File: src/rtl/nn_pkg.sv
`default_nettype none
// ============================================================================
//  Module      : nn_pkg
//  Description : Shared defaults for the activation-fetch datapath (burst
//                length, data/address widths, BRAM read latency) and the
//                state encoding used by the act_reader control FSM.
//  Revision    : 1.0  initial release
// ============================================================================
package nn_pkg;

  localparam int c_N      = 28;  // activations per burst (one layer row)
  localparam int c_DW     = 8;   // activation width, signed two's complement
  localparam int c_AW     = 11;  // BRAM address width
  localparam int c_RD_LAT = 1;   // BRAM address-sampling edge to DO valid

  typedef enum logic [1:0] {
    ST_IDLE  = 2'd0,
    ST_ISSUE = 2'd1,
    ST_DRAIN = 2'd2,
    ST_DONE  = 2'd3
  } rd_state_e;

endpackage : nn_pkg
`default_nettype wire

File: src/rtl/act_reader_if.sv
`default_nettype none
// ============================================================================
//  Module      : act_reader_if
//  Description : Single-port BRAM read bus between the activation reader
//                (master) and the BRAM (slave).
//                  bram_addr : AW  read address (master -> BRAM)
//                  bram_en   : 1   read enable  (master -> BRAM)
//                  bram_we   : 1   write enable, always 0 from the reader
//                  bram_dout : DW  read data    (BRAM -> master)
//  Revision    : 1.0  initial release
// ============================================================================
interface act_reader_if #(
  parameter int AW = 11,
  parameter int DW = 8
);

  logic [AW-1:0] bram_addr;
  logic          bram_en;
  logic          bram_we;
  logic [DW-1:0] bram_dout;

  modport master (
    output bram_addr,
    output bram_en,
    output bram_we,
    input  bram_dout
  );

  modport slave (
    input  bram_addr,
    input  bram_en,
    input  bram_we,
    output bram_dout
  );

endinterface : act_reader_if
`default_nettype wire

File: src/rtl/rd_lat_pipe.sv
`default_nettype none
// ============================================================================
//  Module      : rd_lat_pipe
//  Description : DEPTH-stage valid + index delay line. Each issued BRAM read
//                enters with its burst index and leaves the tail exactly when
//                the matching read data is on the BRAM output.
//                  clk, rst_n          : clock, async active-low reset
//                  in_valid / in_idx   : read issued this cycle and its index
//                  out_valid / out_idx : read data for out_idx is on DO now
//  Revision    : 1.0  initial release
// ============================================================================
module rd_lat_pipe #(
  parameter int DEPTH = 1,
  parameter int IW    = 5
) (
  input  logic          clk,
  input  logic          rst_n,
  input  logic          in_valid,
  input  logic [IW-1:0] in_idx,
  output logic          out_valid,
  output logic [IW-1:0] out_idx
);

  logic [DEPTH-1:0]         valid_q, valid_d;
  logic [DEPTH-1:0][IW-1:0] idx_q, idx_d;

  always_comb begin
    valid_d    = valid_q;
    idx_d      = idx_q;
    valid_d[0] = in_valid;
    idx_d[0]   = in_idx;
    for (int s = 1; s < DEPTH; s++) begin
      valid_d[s] = valid_q[s-1];
      idx_d[s]   = idx_q[s-1];
    end
  end

  always_ff @(posedge clk or negedge rst_n) begin
    if (!rst_n) begin
      valid_q <= '0;
      idx_q   <= '0;
    end else begin
      valid_q <= valid_d;
      idx_q   <= idx_d;
    end
  end

  assign out_valid = valid_q[DEPTH-1];
  assign out_idx   = idx_q[DEPTH-1];

endmodule : rd_lat_pipe
`default_nettype wire

File: src/rtl/act_reader.sv
`default_nettype none
// ============================================================================
//  Module      : act_reader
//  Description : Fetches one row of N activations from a single-port BRAM as
//                a back-to-back read burst and assembles them into a flat
//                vector act_out[DW*i +: DW] = mem[base_addr+i] (mod 2^AW).
//                  clk, rst_n  : clock, async active-low reset
//                  start       : one-cycle fetch request (honoured in IDLE)
//                  base_addr   : first BRAM address, captured with start
//                  bram        : BRAM read bus (master side)
//                  act_out     : captured burst, N*DW bits
//                  busy        : burst in progress (ISSUE/DRAIN/DONE)
//                  done        : one-cycle pulse, act_out complete
//                  act_valid   : act_out holds a complete burst
//  Revision    : 1.0  initial release
// ============================================================================
module act_reader
  import nn_pkg::*;
#(
  parameter int N      = c_N,
  parameter int DW     = c_DW,
  parameter int AW     = c_AW,
  parameter int RD_LAT = c_RD_LAT
) (
  input  logic              clk,
  input  logic              rst_n,
  input  logic              start,
  input  logic [AW-1:0]     base_addr,
  act_reader_if.master      bram,
  output logic [N*DW-1:0]   act_out,
  output logic              busy,
  output logic              done,
  output logic              act_valid
);

  localparam int            IW       = (N > 1) ? $clog2(N) : 1;
  localparam logic [IW-1:0] LAST_IDX = IW'(N - 1);

  rd_state_e         state_q, state_d;
  logic [AW-1:0]     base_q, base_d;
  logic [AW-1:0]     bram_addr_q, bram_addr_d;
  logic              bram_en_q, bram_en_d;
  logic [IW-1:0]     issue_cnt_q, issue_cnt_d;
  logic [IW-1:0]     rd_idx_q, rd_idx_d;
  logic              busy_q, busy_d;
  logic              done_q, done_d;
  logic              act_valid_q, act_valid_d;
  logic [N*DW-1:0]   act_out_q, act_out_d;

  logic              tail_valid;
  logic [IW-1:0]     tail_idx;

  // The index travels beside the registered address, so the pipe sees a read
  // in the same cycle the BRAM does and its tail lines up with DO.
  rd_lat_pipe #(
    .DEPTH (RD_LAT),
    .IW    (IW)
  ) u_rd_lat_pipe (
    .clk       (clk),
    .rst_n     (rst_n),
    .in_valid  (bram_en_q),
    .in_idx    (rd_idx_q),
    .out_valid (tail_valid),
    .out_idx   (tail_idx)
  );

  always_comb begin
    state_d     = state_q;
    base_d      = base_q;
    bram_addr_d = bram_addr_q;
    bram_en_d   = 1'b0;
    issue_cnt_d = issue_cnt_q;
    rd_idx_d    = rd_idx_q;
    act_valid_d = act_valid_q;
    act_out_d   = act_out_q;

    // Capture runs independently of the FSM state: the last reads land while
    // the FSM is already in DRAIN.
    if (tail_valid) begin
      act_out_d[int'(tail_idx)*DW +: DW] = bram.bram_dout;
    end

    case (state_q)
      ST_IDLE: begin
        if (start) begin
          base_d      = base_addr;
          issue_cnt_d = '0;
          act_valid_d = 1'b0;
          state_d     = ST_ISSUE;
        end
      end
      ST_ISSUE: begin
        // Address sum truncates to AW bits, so a burst near the top of the
        // BRAM wraps to address 0.
        bram_addr_d = base_q + AW'(issue_cnt_q);
        bram_en_d   = 1'b1;
        rd_idx_d    = issue_cnt_q;
        issue_cnt_d = issue_cnt_q + 1'b1;
        if (issue_cnt_q == LAST_IDX) begin
          state_d = ST_DRAIN;
        end
      end
      ST_DRAIN: begin
        if (tail_valid && (tail_idx == LAST_IDX)) begin
          state_d = ST_DONE;
        end
      end
      ST_DONE: begin
        state_d = ST_IDLE;
      end
      default: begin
        state_d = ST_IDLE;
      end
    endcase

    // Status flags are registered from the next state so they change on the
    // same edge as the state they describe.
    busy_d = (state_d != ST_IDLE);
    done_d = (state_d == ST_DONE);
    if (state_d == ST_DONE) begin
      act_valid_d = 1'b1;
    end
  end

  always_ff @(posedge clk or negedge rst_n) begin
    if (!rst_n) begin
      state_q     <= ST_IDLE;
      base_q      <= '0;
      bram_addr_q <= '0;
      bram_en_q   <= 1'b0;
      issue_cnt_q <= '0;
      rd_idx_q    <= '0;
      busy_q      <= 1'b0;
      done_q      <= 1'b0;
      act_valid_q <= 1'b0;
      act_out_q   <= '0;
    end else begin
      state_q     <= state_d;
      base_q      <= base_d;
      bram_addr_q <= bram_addr_d;
      bram_en_q   <= bram_en_d;
      issue_cnt_q <= issue_cnt_d;
      rd_idx_q    <= rd_idx_d;
      busy_q      <= busy_d;
      done_q      <= done_d;
      act_valid_q <= act_valid_d;
      act_out_q   <= act_out_d;
    end
  end

  assign bram.bram_addr = bram_addr_q;
  assign bram.bram_en   = bram_en_q;
  assign bram.bram_we   = 1'b0;
  assign act_out        = act_out_q;
  assign busy           = busy_q;
  assign done           = done_q;
  assign act_valid      = act_valid_q;

endmodule : act_reader
`default_nettype wire
File: src/flat_wrapper.sv
// flat-port wrapper written by rule: the top's interface ports become plain ports
module act_reader_flat import nn_pkg::*;
#(
  parameter int N      = c_N,
  parameter int DW     = c_DW,
  parameter int AW     = c_AW,
  parameter int RD_LAT = c_RD_LAT
)
  (clk, rst_n, start, base_addr, act_out, busy, done, act_valid, bram_bram_addr, bram_bram_en, bram_bram_we, bram_bram_dout);
  act_reader_if #(.AW(AW), .DW(DW)) bram_i ();
  input  logic clk;
  input  logic rst_n;
  input  logic start;
  input  logic [AW-1:0] base_addr;
  output logic [N*DW-1:0] act_out;
  output logic busy;
  output logic done;
  output logic act_valid;
  output wire logic [$bits(bram_i.bram_addr)-1:0] bram_bram_addr;
  output wire logic [$bits(bram_i.bram_en)-1:0] bram_bram_en;
  output wire logic [$bits(bram_i.bram_we)-1:0] bram_bram_we;
  input wire logic [$bits(bram_i.bram_dout)-1:0] bram_bram_dout;
  assign bram_bram_addr = bram_i.bram_addr;
  assign bram_bram_en = bram_i.bram_en;
  assign bram_bram_we = bram_i.bram_we;
  assign bram_i.bram_dout = bram_bram_dout;
  act_reader #(.N(N), .DW(DW), .AW(AW), .RD_LAT(RD_LAT)) u_core (.clk(clk), .rst_n(rst_n), .start(start), .base_addr(base_addr), .bram(bram_i), .act_out(act_out), .busy(busy), .done(done), .act_valid(act_valid));
endmodule
File: config.mk
export PLATFORM = sky130hd
export DESIGN_NAME = act_reader_flat
export DESIGN_NICKNAME = d
export VERILOG_FILES = /design/src/rtl/nn_pkg.sv /design/src/rtl/act_reader_if.sv /design/src/rtl/rd_lat_pipe.sv /design/src/rtl/act_reader.sv /design/src/flat_wrapper.sv
export SDC_FILE = /design/constraint.sdc
export NUM_CORES = 1
export LEC_CHECK = 0
export CORE_ASPECT_RATIO = 0.75
export CORE_MARGIN = 5
export CORE_UTILIZATION = 50
export CTS_CLUSTER_DIAMETER = 40
export DETAILED_ROUTE_END_ITERATION = 10
export GPL_TIMING_DRIVEN = 0
export HOLD_SLACK_MARGIN = 0.06
export PLACE_DENSITY = 0.8
export SLEW_MARGIN = 20
export SYNTH_ARGS = -nofsm -noshare
export SYNTH_HDL_FRONTEND = slang
export SYNTH_SLANG_ARGS = --single-unit
export TNS_END_PERCENT = 5
File: constraint.sdc
create_clock -name clk -period 3.65 [get_ports clk]
set_input_delay 0.9125 -clock clk [delete_from_list [all_inputs] [get_ports clk]]
set_output_delay 0.9125 -clock clk [all_outputs]
set_load 0.03 [all_outputs]
==> flow_metrics.py, run 1 <==
metrics = {
    "cells_and_area": {
        "fill_cells": 1588,
        "finalNonFillerCells": 1504,
        "final_cell_mix": "268 x dfrtp_1, 259 x clkdlybuf4s50_1, 170 x mux2_2, 146 x nand2_1, 48 x o21ai_0",
        "drive_gt1_frac": 0.226,
        "area_growth_pct": 38.2,
        "final_net_count": 1216,
        "final_common_cell": "dfrtp_1",
        "diodes": 0,
        "finalInstanceArea_sq_mm": 0.0154,
    },
    "die": {
        "initial_core_util": 0.506,
        "core_area_sq_mm": 0.0220,
        "die-area_sq_mm": 0.0253,
        "die_w_um": 182,
        "ios": 262,
        "rows": 47,
        "die_height_um": 139,
    },
    "sta": {
        "hold_viol": 0,
        "relSlewSlack": 0.391,
        "whs_ns": 0.374,
        "period_needed_ns": 3.28,
        "tightest_slew_ns": 0.906,
        "clock.fmax_ghz": 0.305,
        "clock_skew_ns": 0.0154,
        "finalSetupTns_ns": 0,
        "grt_setup_unrepaired": "false",
        "period_share": 0.897,
        "finalSetupViolations": 0,
        "slew_viol_final": 0,
    },
    "synthesis": {
        "yosys_register_bits": 268,
        "synth_xor_area_frac": 0.00957,
        "synth_edf_count": 0,
        "muxShareOfSynthArea": 0.186,
        "syn_nets": 918,
        "yosysWarnings": 0,
        "synth_seq_area_share": 0.603,
        "synthCells": 886,
        "synth_top_family_by_area": "multiplexers",
        "asyncSetResetFlopFracSynth": 1.00,
        "ys_types": 50,
        "synth_compound_area_frac": 0.0406,
        "synth.avg_cell_area_sq_um": 12.5,
        "synth_fa_ha_area_frac": 0.0119,
        "ys.flop_type": "dfrtp_1",
        "syn_area_sq_mm": 0.0111,
        "synth_simple_gate_area_frac": 0.129,
    },
    "min_path": {
        "hp-class": "reg2reg",
    },
    "place": {
        "globalplace.congestion": 0.853,
        "dp.cells": 1442,
        "dpl-instance-area_sq_mm": 0.0141,
        "io_buffers": 260,
        "dp_hpwl_um": 21600,
    },
    "pwr": {
        "ir_drop_v": 0.000624,
        "p_sw_frac": 0.418,
        "p_clk_frac": 0.219,
        "internal-power_mw": 9.28,
        "power_frac_seq": 0.299,
        "p_leak_nw": 7.13,
        "p_comb_frac": 0.482,
        "p_sw_mw": 6.68,
        "power.density_mw_per_mm2": 1040,
    },
    "global_route": {
        "grtUsageTotal": 0.239,
        "grt_pass1_vias": 8314,
        "antenna_found_initial": 0,
        "grt_pass1_wl_um": 48100,
        "grt_overflow": 0,
        "grt_max_degree": 94,
    },
    "clock_network": {
        "clock_latency_ns": 0.49,
        "clkSinkCount": 268,
        "cts_buffers": 34,
        "cts_resized": 0,
        "clk_path_buf_depth": 3,
        "postCtsSetupRepairBufs": 0,
        "holdBufCountCts": 0,
        "htreeDepth": 2,
        "cts_root_buf": "clkbuf_16",
        "clk_pin_slew_ns": 0.06,
        "cts_tree": "done",
    },
    "detailed_routing": {
        "drt_wl_total_um": 30600,
        "dr.pass1.iters": 5,
        "wl_per_cell_um": 20.3,
        "drc_errors": 0,
        "ant_nets": 0,
        "via_per_inst": 5.29,
        "num_vias": 7950,
        "drt_iter0_drc": 482,
    },
    "worst_setup_path": {
        "cp_max_fo": 10,
        "critPathCaptureType": "flip-flop",
        "critPathKind": "reg2reg",
        "start_kind": "flip-flop",
        "cp.required_ns": 4.03,
        "r2r_slack_ns": 0.37,
        "critical_path_arrival_ns": 3.65,
    },
    "outcome": {
        "status": "finished clean",
    },
    "flow_run": {
        "drv_cap": 0,
    },
}
final cells by class:
| type | instances | area (sq um) | area share |
|---|---|---|---|
| Tap cell | 294 | 368 | 0.0239 |
| Clock buffer | 46 | 1000 | 0.0651 |
| Multi-Input combinational cell | 570 | 4210 | 0.274 |
| Timing Repair Buffer | 262 | 2660 | 0.173 |
| Clock inverter | 16 | 210 | 0.0137 |
| Sequential cell | 268 | 6710 | 0.436 |
| Buffer | 34 | 161 | 0.0105 |
| Inverter | 14 | 52.6 | 0.00342 |
state kept, by name (all words and copies together) (netlist names), 2 cells and up:
register and count:
u_core.issue_cnt_q 5, u_core.u_rd_lat_pipe.out_idx 5, u_core.state_q 2, u_core.rd_idx_q 5, u_core.act_out 224, u_core.base_q 11
u_core.bram.bram_addr 11
power groups by stage:
stage / clock network [mW] / registers (mW) / logic (mW)
after floorplan: 0 / 6.55 / 2.81
after global placement: 0 / 4.79 / 7.54
after detailed placement: 0 / 4.81 / 7.70
after CTS: 3.55 / 4.77 / 7.74
after global routing: 3.69 / 4.90 / 8.17
final: 3.50 / 4.77 / 7.69
synth_stat cells, types with 2 or more instances:
| master | number | area share |
|---|---|---|
| dfrtp_1 | 268 | 0.60 |
| mux2_2 | 170 | 0.17 |
| nand2_1 | 146 | 0.049 |
| o21ai_0 | 48 | 0.022 |
| nor2_1 | 43 | 0.015 |
| clkbuf_1 | 20 | 0.0068 |
| nand3_1 | 19 | 0.0086 |
| o31ai_1 | 15 | 0.010 |
| and2_1 | 14 | 0.0079 |
| and3_1 | 14 | 0.0079 |
| inv_1 | 14 | 0.0047 |
| buf_2 | 9 | 0.0041 |
| ha_1 | 9 | 0.010 |
| nand2b_1 | 8 | 0.0045 |
| xor2_1 | 8 | 0.0063 |
| nor2_2 | 6 | 0.0034 |
| nor3_1 | 6 | 0.0027 |
| a21oi_1 | 4 | 0.0018 |
| buf_4 | 4 | 0.0027 |
| mux2_1 | 4 | 0.0041 |
| mux2i_1 | 4 | 0.0036 |
| nand4_1 | 4 | 0.0023 |
| nor3_4 | 4 | 0.0059 |
| mux2i_4 | 3 | 0.0061 |
| nand2_2 | 3 | 0.0017 |
| nand3_2 | 3 | 0.0027 |
| nand4_2 | 3 | 0.0034 |
| nor2_4 | 3 | 0.0030 |
| nor2b_1 | 3 | 0.0017 |
| o21ai_1 | 3 | 0.0014 |
| a21o_1 | 2 | 0.0014 |
| o2111ai_1 | 2 | 0.0016 |
| o21a_1 | 2 | 0.0014 |
| or3_1 | 2 | 0.0011 |
worst paths after layout:
check,start,endpoint,depth (start not counted)
hold reg to reg,u_core.rd_idx_q[0]$_DFFE_PN0P_,u_core.u_rd_lat_pipe.out_idx[0]$_DFF_PN0_,0
setup / recovery,u_core.u_rd_lat_pipe.out_idx[0]$_DFF_PN0_,u_core.act_out[171]$_DFFE_PN0P_,9
setup reg to reg,u_core.u_rd_lat_pipe.out_idx[0]$_DFF_PN0_,u_core.act_out[171]$_DFFE_PN0P_,9
max in group asynchronous,rst_n,u_core.act_out[159]$_DFFE_PN0P_,2
hold / removal,u_core.rd_idx_q[0]$_DFFE_PN0P_,u_core.u_rd_lat_pipe.out_idx[0]$_DFF_PN0_,0
min in group asynchronous,rst_n,u_core.act_out[96]$_DFFE_PN0P_,1
layer usage:
| metal | part of all wire | track usage | vias to the layer above | wire (um) |
|---|---|---|---|---|
| met1 | 0.44 | 0.336 | 3989 | 13500 |
| met3 | 0.078 | 0.0606 | 28 | 2370 |
| met5 | 0 | 0 | - | 0 |
| met4 | 0.012 | 0.0466 | 0 | 375 |
| met2 | 0.47 | 0.383 | 280 | 14400 |
| li1 | - | - | 3653 | - |
kinds of logic after synthesis:
family	count (synthesis)
compound gates	78
xor+xnor	10
fa+ha+maj	10
buf+inv	48
flops	268
mux	181
other cells	1
simple gates	290
stage by stage:
stage	total power [mW]	setup WS [ns]	util
after CTS	16.1	0.430	0.698
after global placement	12.3	-9.55	0.641
after global routing	16.8	0.178	0.699
after detailed placement	12.5	0.479	0.643
after floorplan	9.36	0.979	-
final	16.0	0.374	0.699
critical path: stages, from the launching register on:
cell,delay [ns]
dfrtp_1,0.45
inv_1,0.13
ha_1,0.28
nor3b_1,0.21
ha_1,0.25
buf_2,0.23
nor2b_1,0.22
mux2i_4,0.17
nor4_4,0.79
mux2_2,0.42
(Power assumes the default switching activity.)
==> run 2: changes to the inputs <==
--- a/config.mk
+++ b/config.mk
@@ -8,10 +8,10 @@
 export CORE_ASPECT_RATIO = 0.75
 export CORE_MARGIN = 5
-export CORE_UTILIZATION = 50
+export CORE_UTILIZATION = 45
 export CTS_CLUSTER_DIAMETER = 40
 export DETAILED_ROUTE_END_ITERATION = 10
 export GPL_TIMING_DRIVEN = 0
 export HOLD_SLACK_MARGIN = 0.06
-export PLACE_DENSITY = 0.8
+export PLACE_DENSITY = 0.76
 export SLEW_MARGIN = 20
 export SYNTH_ARGS = -nofsm -noshare
==> constraint.sdc (replaced) <==
create_clock -name clk -period 2.7 [get_ports clk]
set_input_delay 0.675 -clock clk [delete_from_list [all_inputs] [get_ports clk]]
set_output_delay 0.675 -clock clk [all_outputs]
set_load 0.1 [all_outputs]
==> run 2 against run 1 <==
  * The flow now finishes with violations (setup timing)
  * Core utilization fell by 4.4 points
  * Sequential share of layout area fell by 1.2 points
  * Maximum frequency increased by 21%
  * Largest cell class unchanged
  * Highest routed layer is now met5
==> flow_metrics.py, run 2 (same netlist as run 1, synthesis figures left out) <==
metrics = {
    "die": {
        "die-area_sq_mm": 0.0280,
        "core_area_sq_mm": 0.0242,
        "ios": 262,
        "rows": 49,
        "die_height_um": 146,
        "initial_core_util": 0.460,
        "die_w_um": 192,
    },
    "sta": {
        "clock_skew_ns": 0.0119,
        "finalSetupTns_ns": -0.0320,
        "tightest_slew_ns": 1.05,
        "relSlewSlack": 0.300,
        "period_share": 1.00,
        "period_needed_ns": 2.71,
        "hold_viol": 0,
        "slew_viol_final": 0,
        "clock.fmax_ghz": 0.369,
        "finalSetupViolations": 8,
        "grt_setup_unrepaired": "true",
        "timing.final.ws_setup_ns": -0.00763,
    },
    "global_route": {
        "antenna_found_initial": 1,
        "grt_pass1_vias": 8233,
        "grt_pass1_wl_um": 49300,
        "grt_overflow": 0,
        "grt_max_degree": 100,
        "grtUsageTotal": 0.225,
    },
    "worst_setup_path": {
        "slowest_stage": "clkbuf_1",
        "cp.required_ns": 3.08,
        "regToRegEndpoint": "u_core.act_out[68]$_DFFE_PN0P_",
        "cp_common_cell": "clkbuf_1",
        "cp_max_fo": 10,
        "r2r_cells": 6,
        "cp_cell_sequence": "buf_4 > clkbuf_1 > nor2_1 > clkbuf_1 > nand4_2 > mux2_2",
        "max_stage_delay_ns": 0.58,
        "critPathKind": "reg2reg",
        "critical_path_arrival_ns": 3.09,
        "r2r_slack_ns": -0.008,
        "start_kind": "flip-flop",
        "r2r-start": "u_core.u_rd_lat_pipe.out_idx[0]$_DFF_PN0_",
        "critPathCaptureType": "flip-flop",
    },
    "detailed_routing": {
        "drc_errors": 0,
        "met3_wirelength_um": 2330,
        "wl_met2_um": 14600,
        "drt_iter0_drc": 445,
        "dr.pass1.iters": 5,
        "num_vias": 8061,
        "wl_met1_um": 14200,
        "via_per_inst": 5.17,
        "drt_wl_total_um": 31900,
        "highest_layer": "met5",
        "wl_per_cell_um": 20.5,
        "ant_nets": 0,
    },
    "outcome": {
        "violations": "setup timing",
        "status": "finished, violations left",
    },
    "place": {
        "place_ws_ns": -0.456,
        "io_buffers": 260,
        "dp_hpwl_um": 22500,
        "globalplace.congestion": 0.842,
    },
    "clock_network": {
        "clk_pin_slew_ns": 0.06,
        "clock_latency_ns": 0.50,
        "cts_root_buf": "clkbuf_16",
        "cts_buffers": 34,
        "holdBufCountCts": 0,
        "clkSinkCount": 268,
        "htreeDepth": 2,
        "clk_path_buf_depth": 3,
        "cts_tree": "done",
    },
    "cells_and_area": {
        "drive_gt1_frac": 0.254,
        "fill_cells": 1872,
        "largest_register_ffs": 224,
        "final_common_cell": "dfrtp_1",
        "final_cell_mix": "267 x dfrtp_1, 170 x mux2_2, 142 x nand2_1, 96 x dlygate4sd2_1, 85 x clkdlybuf4s50_1",
        "fin_util": 0.655,
        "diodes": 0,
        "final_net_count": 1236,
        "area_growth_pct": 42.3,
    },
    "flow_run": {
        "drv_cap": 0,
    },
    "min_path": {
        "hp-class": "in2async",
    },
}
## run 2: timing repair
action,in CTS,in global routing
endpoints found under the setup margin,315,264
setup buffers,16,4
gates resized for setup,116,102
pin swaps,6,7
## run 2: metrics by stage
stage	cells	hold slack [ns]	area [sq um]
floorplan	886	0.354	11100
global placement	1477	0.364	14100
detailed placement	1479	0.364	14200
CTS	1555	0.160	15500
global route	1559	0.185	15800
finish	1559	0.158	15800
## run 2: how the worst max path moves through the flow
stage / startpoint / endpoint / cells past startpoint
after floorplan: u_core.u_rd_lat_pipe.out_idx[0]$_DFF_PN0_ / u_core.act_out[40]$_DFFE_PN0P_ / 11
after global placement: rst_n / u_core.base_q[10]$_DFFE_PN0P_ / 1
after detailed placement: u_core.u_rd_lat_pipe.out_idx[0]$_DFF_PN0_ / u_core.act_out[174]$_DFFE_PN0P_ / 9
after CTS: u_core.u_rd_lat_pipe.out_idx[0]$_DFF_PN0_ / u_core.act_out[41]$_DFFE_PN0P_ / 11
after global routing: u_core.u_rd_lat_pipe.out_idx[0]$_DFF_PN0_ / u_core.act_out[41]$_DFFE_PN0P_ / 11
final: u_core.u_rd_lat_pipe.out_idx[0]$_DFF_PN0_ / u_core.act_out[68]$_DFFE_PN0P_ / 6
## run 2: layer usage
| layer | vias up | GRT usage |
|---|---|---|
| met1 | 4050 | 0.320 |
| met5 | - | 0 |
| met3 | 54 | 0.0561 |
| met2 | 262 | 0.350 |
| li1 | 3693 | - |
| met4 | 2 | 0.0585 |
## run 2: worst max-delay path: cells and delay by family, from the launching register on
family                 cells  cell delay [ns]
buffers and inverters      3             0.99
DFF                        1             0.44
muxes                      1             0.40
and+or+nand+nor            2             0.76
## run 2: area by class of cell
cell class / count / area [sq um] / area share
plain buffers: 34 / 188 / 0.0119
inverters: 14 / 52.6 / 0.00332
well taps: 331 / 414 / 0.0262
flip-flops and latches: 268 / 6710 / 0.424
multi-input cells: 570 / 4310 / 0.273
clock inverters: 17 / 223 / 0.0141
clock buffers: 43 / 978 / 0.0619
repair buffers: 282 / 2940 / 0.186
Power of run 2 is not shown: default switching activity piles up to over one toggle a cycle in this logic, so the estimate is an artifact.
==> run 3: changes to the inputs <==
Settings changed: CORE_UTILIZATION 45 to 54, PLACE_DENSITY 0.76 to 0.86.
Clock period 2.7 ns to 3.3 ns, I/O delays scaled along.
==> run 3 against run 2 <==
  * The flow now finishes without violations
  * Design area is 3.9% lower
  * Count of clock-buffer cells in the layout down 1
  * Final cell count shrank 6.3%
  * Clock skew fell by 0.0043 ns
  * Critical path depth is 4 higher
  * Critical path type unchanged
  * Critical endpoint is now u_core.act_out[180]$_DFFE_PN0P_
==> flow_metrics.py, run 3 (same netlist as run 1, synthesis figures left out) <==
metrics = {
    "clock_network": {
        "htreeDepth": 1,
        "clock_latency_ns": 0.54,
        "cts_root_buf": "clkbuf_16",
        "clk_path_buf_depth": 3,
        "clk_pin_slew_ns": 0.06,
        "cts_tree": "done",
        "postCtsSetupRepairBufs": 0,
        "clkSinkCount": 268,
        "cts_buffers": 30,
    },
    "cells_and_area": {
        "drive_gt1_frac": 0.223,
        "largest_register_ffs": 224,
        "fill_cells": 1300,
        "final_cell_mix": "268 x dfrtp_1, 259 x clkdlybuf4s50_1, 170 x mux2_2, 146 x nand2_1, 48 x o21ai_0",
        "diodes": 0,
        "area_growth_pct": 36.7,
        "finalNonFillerCells": 1461,
        "final_common_cell": "dfrtp_1",
        "final_net_count": 1213,
    },
    "sta": {
        "clock.fmax_ghz": 0.322,
        "period_share": 0.940,
        "slew_viol_final": 0,
        "finalSetupViolations": 0,
        "relSlewSlack": 0.256,
        "clock_skew_ns": 0.00757,
        "period_needed_ns": 3.10,
        "grt_setup_unrepaired": "true",
        "hold_viol": 0,
        "whs_ns": 0.147,
        "tightest_slew_ns": 1.11,
    },
    "worst_setup_path": {
        "crit_end": "u_core.act_out[180]$_DFFE_PN0P_",
        "cp_max_fo": 10,
        "r2r-start": "u_core.u_rd_lat_pipe.out_idx[0]$_DFF_PN0_",
        "critical_path_arrival_ns": 3.53,
        "critPathKind": "reg2reg",
        "critPathCaptureType": "flip-flop",
        "r2r_slack_ns": 0.20,
        "startpoint": "u_core.u_rd_lat_pipe.out_idx[0]$_DFF_PN0_",
        "start_kind": "flip-flop",
        "cp.required_ns": 3.72,
        "r2r_cells": 10,
        "regToRegEndpoint": "u_core.act_out[180]$_DFFE_PN0P_",
    },
    "die": {
        "rows": 45,
        "initial_core_util": 0.549,
        "core_area_sq_mm": 0.0203,
        "die_w_um": 176,
        "die_height_um": 134,
        "die-area_sq_mm": 0.0236,
        "ios": 262,
    },
    "global_route": {
        "grt_use_met1": 0.358,
        "grt_pass1_wl_um": 49000,
        "grt_max_degree": 91,
        "grt_pass1_vias": 8505,
        "met3_usage": 0.0609,
        "grt.met2_usage": 0.434,
        "grt_overflow": 0,
        "grtUsageTotal": 0.264,
        "top_usage_layer": "met2",
        "antenna_found_initial": 0,
    },
    "detailed_routing": {
        "dr.pass1.iters": 5,
        "via_per_inst": 5.59,
        "drt_iter0_drc": 622,
        "drt_wl_total_um": 31400,
        "ant_nets": 0,
        "drc_errors": 0,
        "num_vias": 8172,
        "wl_per_cell_um": 21.5,
    },
    "min_path": {
        "hp-class": "in2async",
    },
    "flow_run": {
        "drv_cap": 0,
    },
    "place": {
        "globalplace.congestion": 0.892,
        "io_buffers": 260,
        "dp_hpwl_um": 22300,
        "dp.cells": 1407,
    },
    "outcome": {
        "status": "finished clean",
    },
}
[run 3: cell type report]
type / instances / area [sq um] / share of cell area
plain buffers: 34 / 163 / 0.0107
clock buffers: 42 / 887 / 0.0584
clock inverters: 12 / 183 / 0.0120
inverters: 14 / 52.6 / 0.00346
multi-input cells: 570 / 4200 / 0.276
flip-flops and latches: 268 / 6710 / 0.441
well taps: 258 / 323 / 0.0212
repair buffers: 263 / 2690 / 0.177
[run 3: worst min-delay path by stage]
stage	slack, ns	start	cells past startpoint	to
after CTS	0.14	rst_n	1	u_core.act_out[32]$_DFFE_PN0P_
after floorplan	0.35	u_core.rd_idx_q[0]$_DFFE_PN0P_	0	u_core.u_rd_lat_pipe.out_idx[0]$_DFF_PN0_
after detailed placement	0.37	u_core.rd_idx_q[1]$_DFFE_PN0P_	0	u_core.u_rd_lat_pipe.out_idx[1]$_DFF_PN0_
after global placement	0.36	u_core.rd_idx_q[0]$_DFFE_PN0P_	0	u_core.u_rd_lat_pipe.out_idx[0]$_DFF_PN0_
after global routing	0.16	rst_n	1	u_core.act_out[32]$_DFFE_PN0P_
final	0.15	rst_n	1	u_core.act_out[32]$_DFFE_PN0P_
[run 3: what timing repair did]
action                                  4_1_cts  5_1_grt
endpoints found under the setup margin        0       17
hold buffers                                  0        0
resized for setup                             0        2
[run 3: per-layer routing]
metal / wire length [um] / up-vias
li1: - / 3651
met1: 13100 / 4087
met2: 15000 / 367
met3: 2520 / 67
met4: 814 / 0
met5: 0 / -
[run 3: critical path, cell delays in order (launching register included)]
cell,delay [ns]
dfrtp_1,0.45
inv_1,0.13
ha_1,0.25
nor3b_1,0.21
ha_1,0.26
buf_2,0.23
nor2b_1,0.26
mux2i_4,0.18
nor3_1,0.41
nand2_2,0.27
mux2_2,0.34
[run 3: through the flow]
step	setup TNS [ns]	area, sq um	setup slack [ns]	utilization
after global placement	-2582.63	14000	-9.66	0.693
after floorplan	0	11100	0.628	-
after CTS	0	15200	0.0874	0.750
final	0	15200	0.198	0.750
after detailed placement	0	14100	0.150	0.697
after global routing	-0.0125	15200	-0.00591	0.750
Power of run 3 is left out for the same reason.
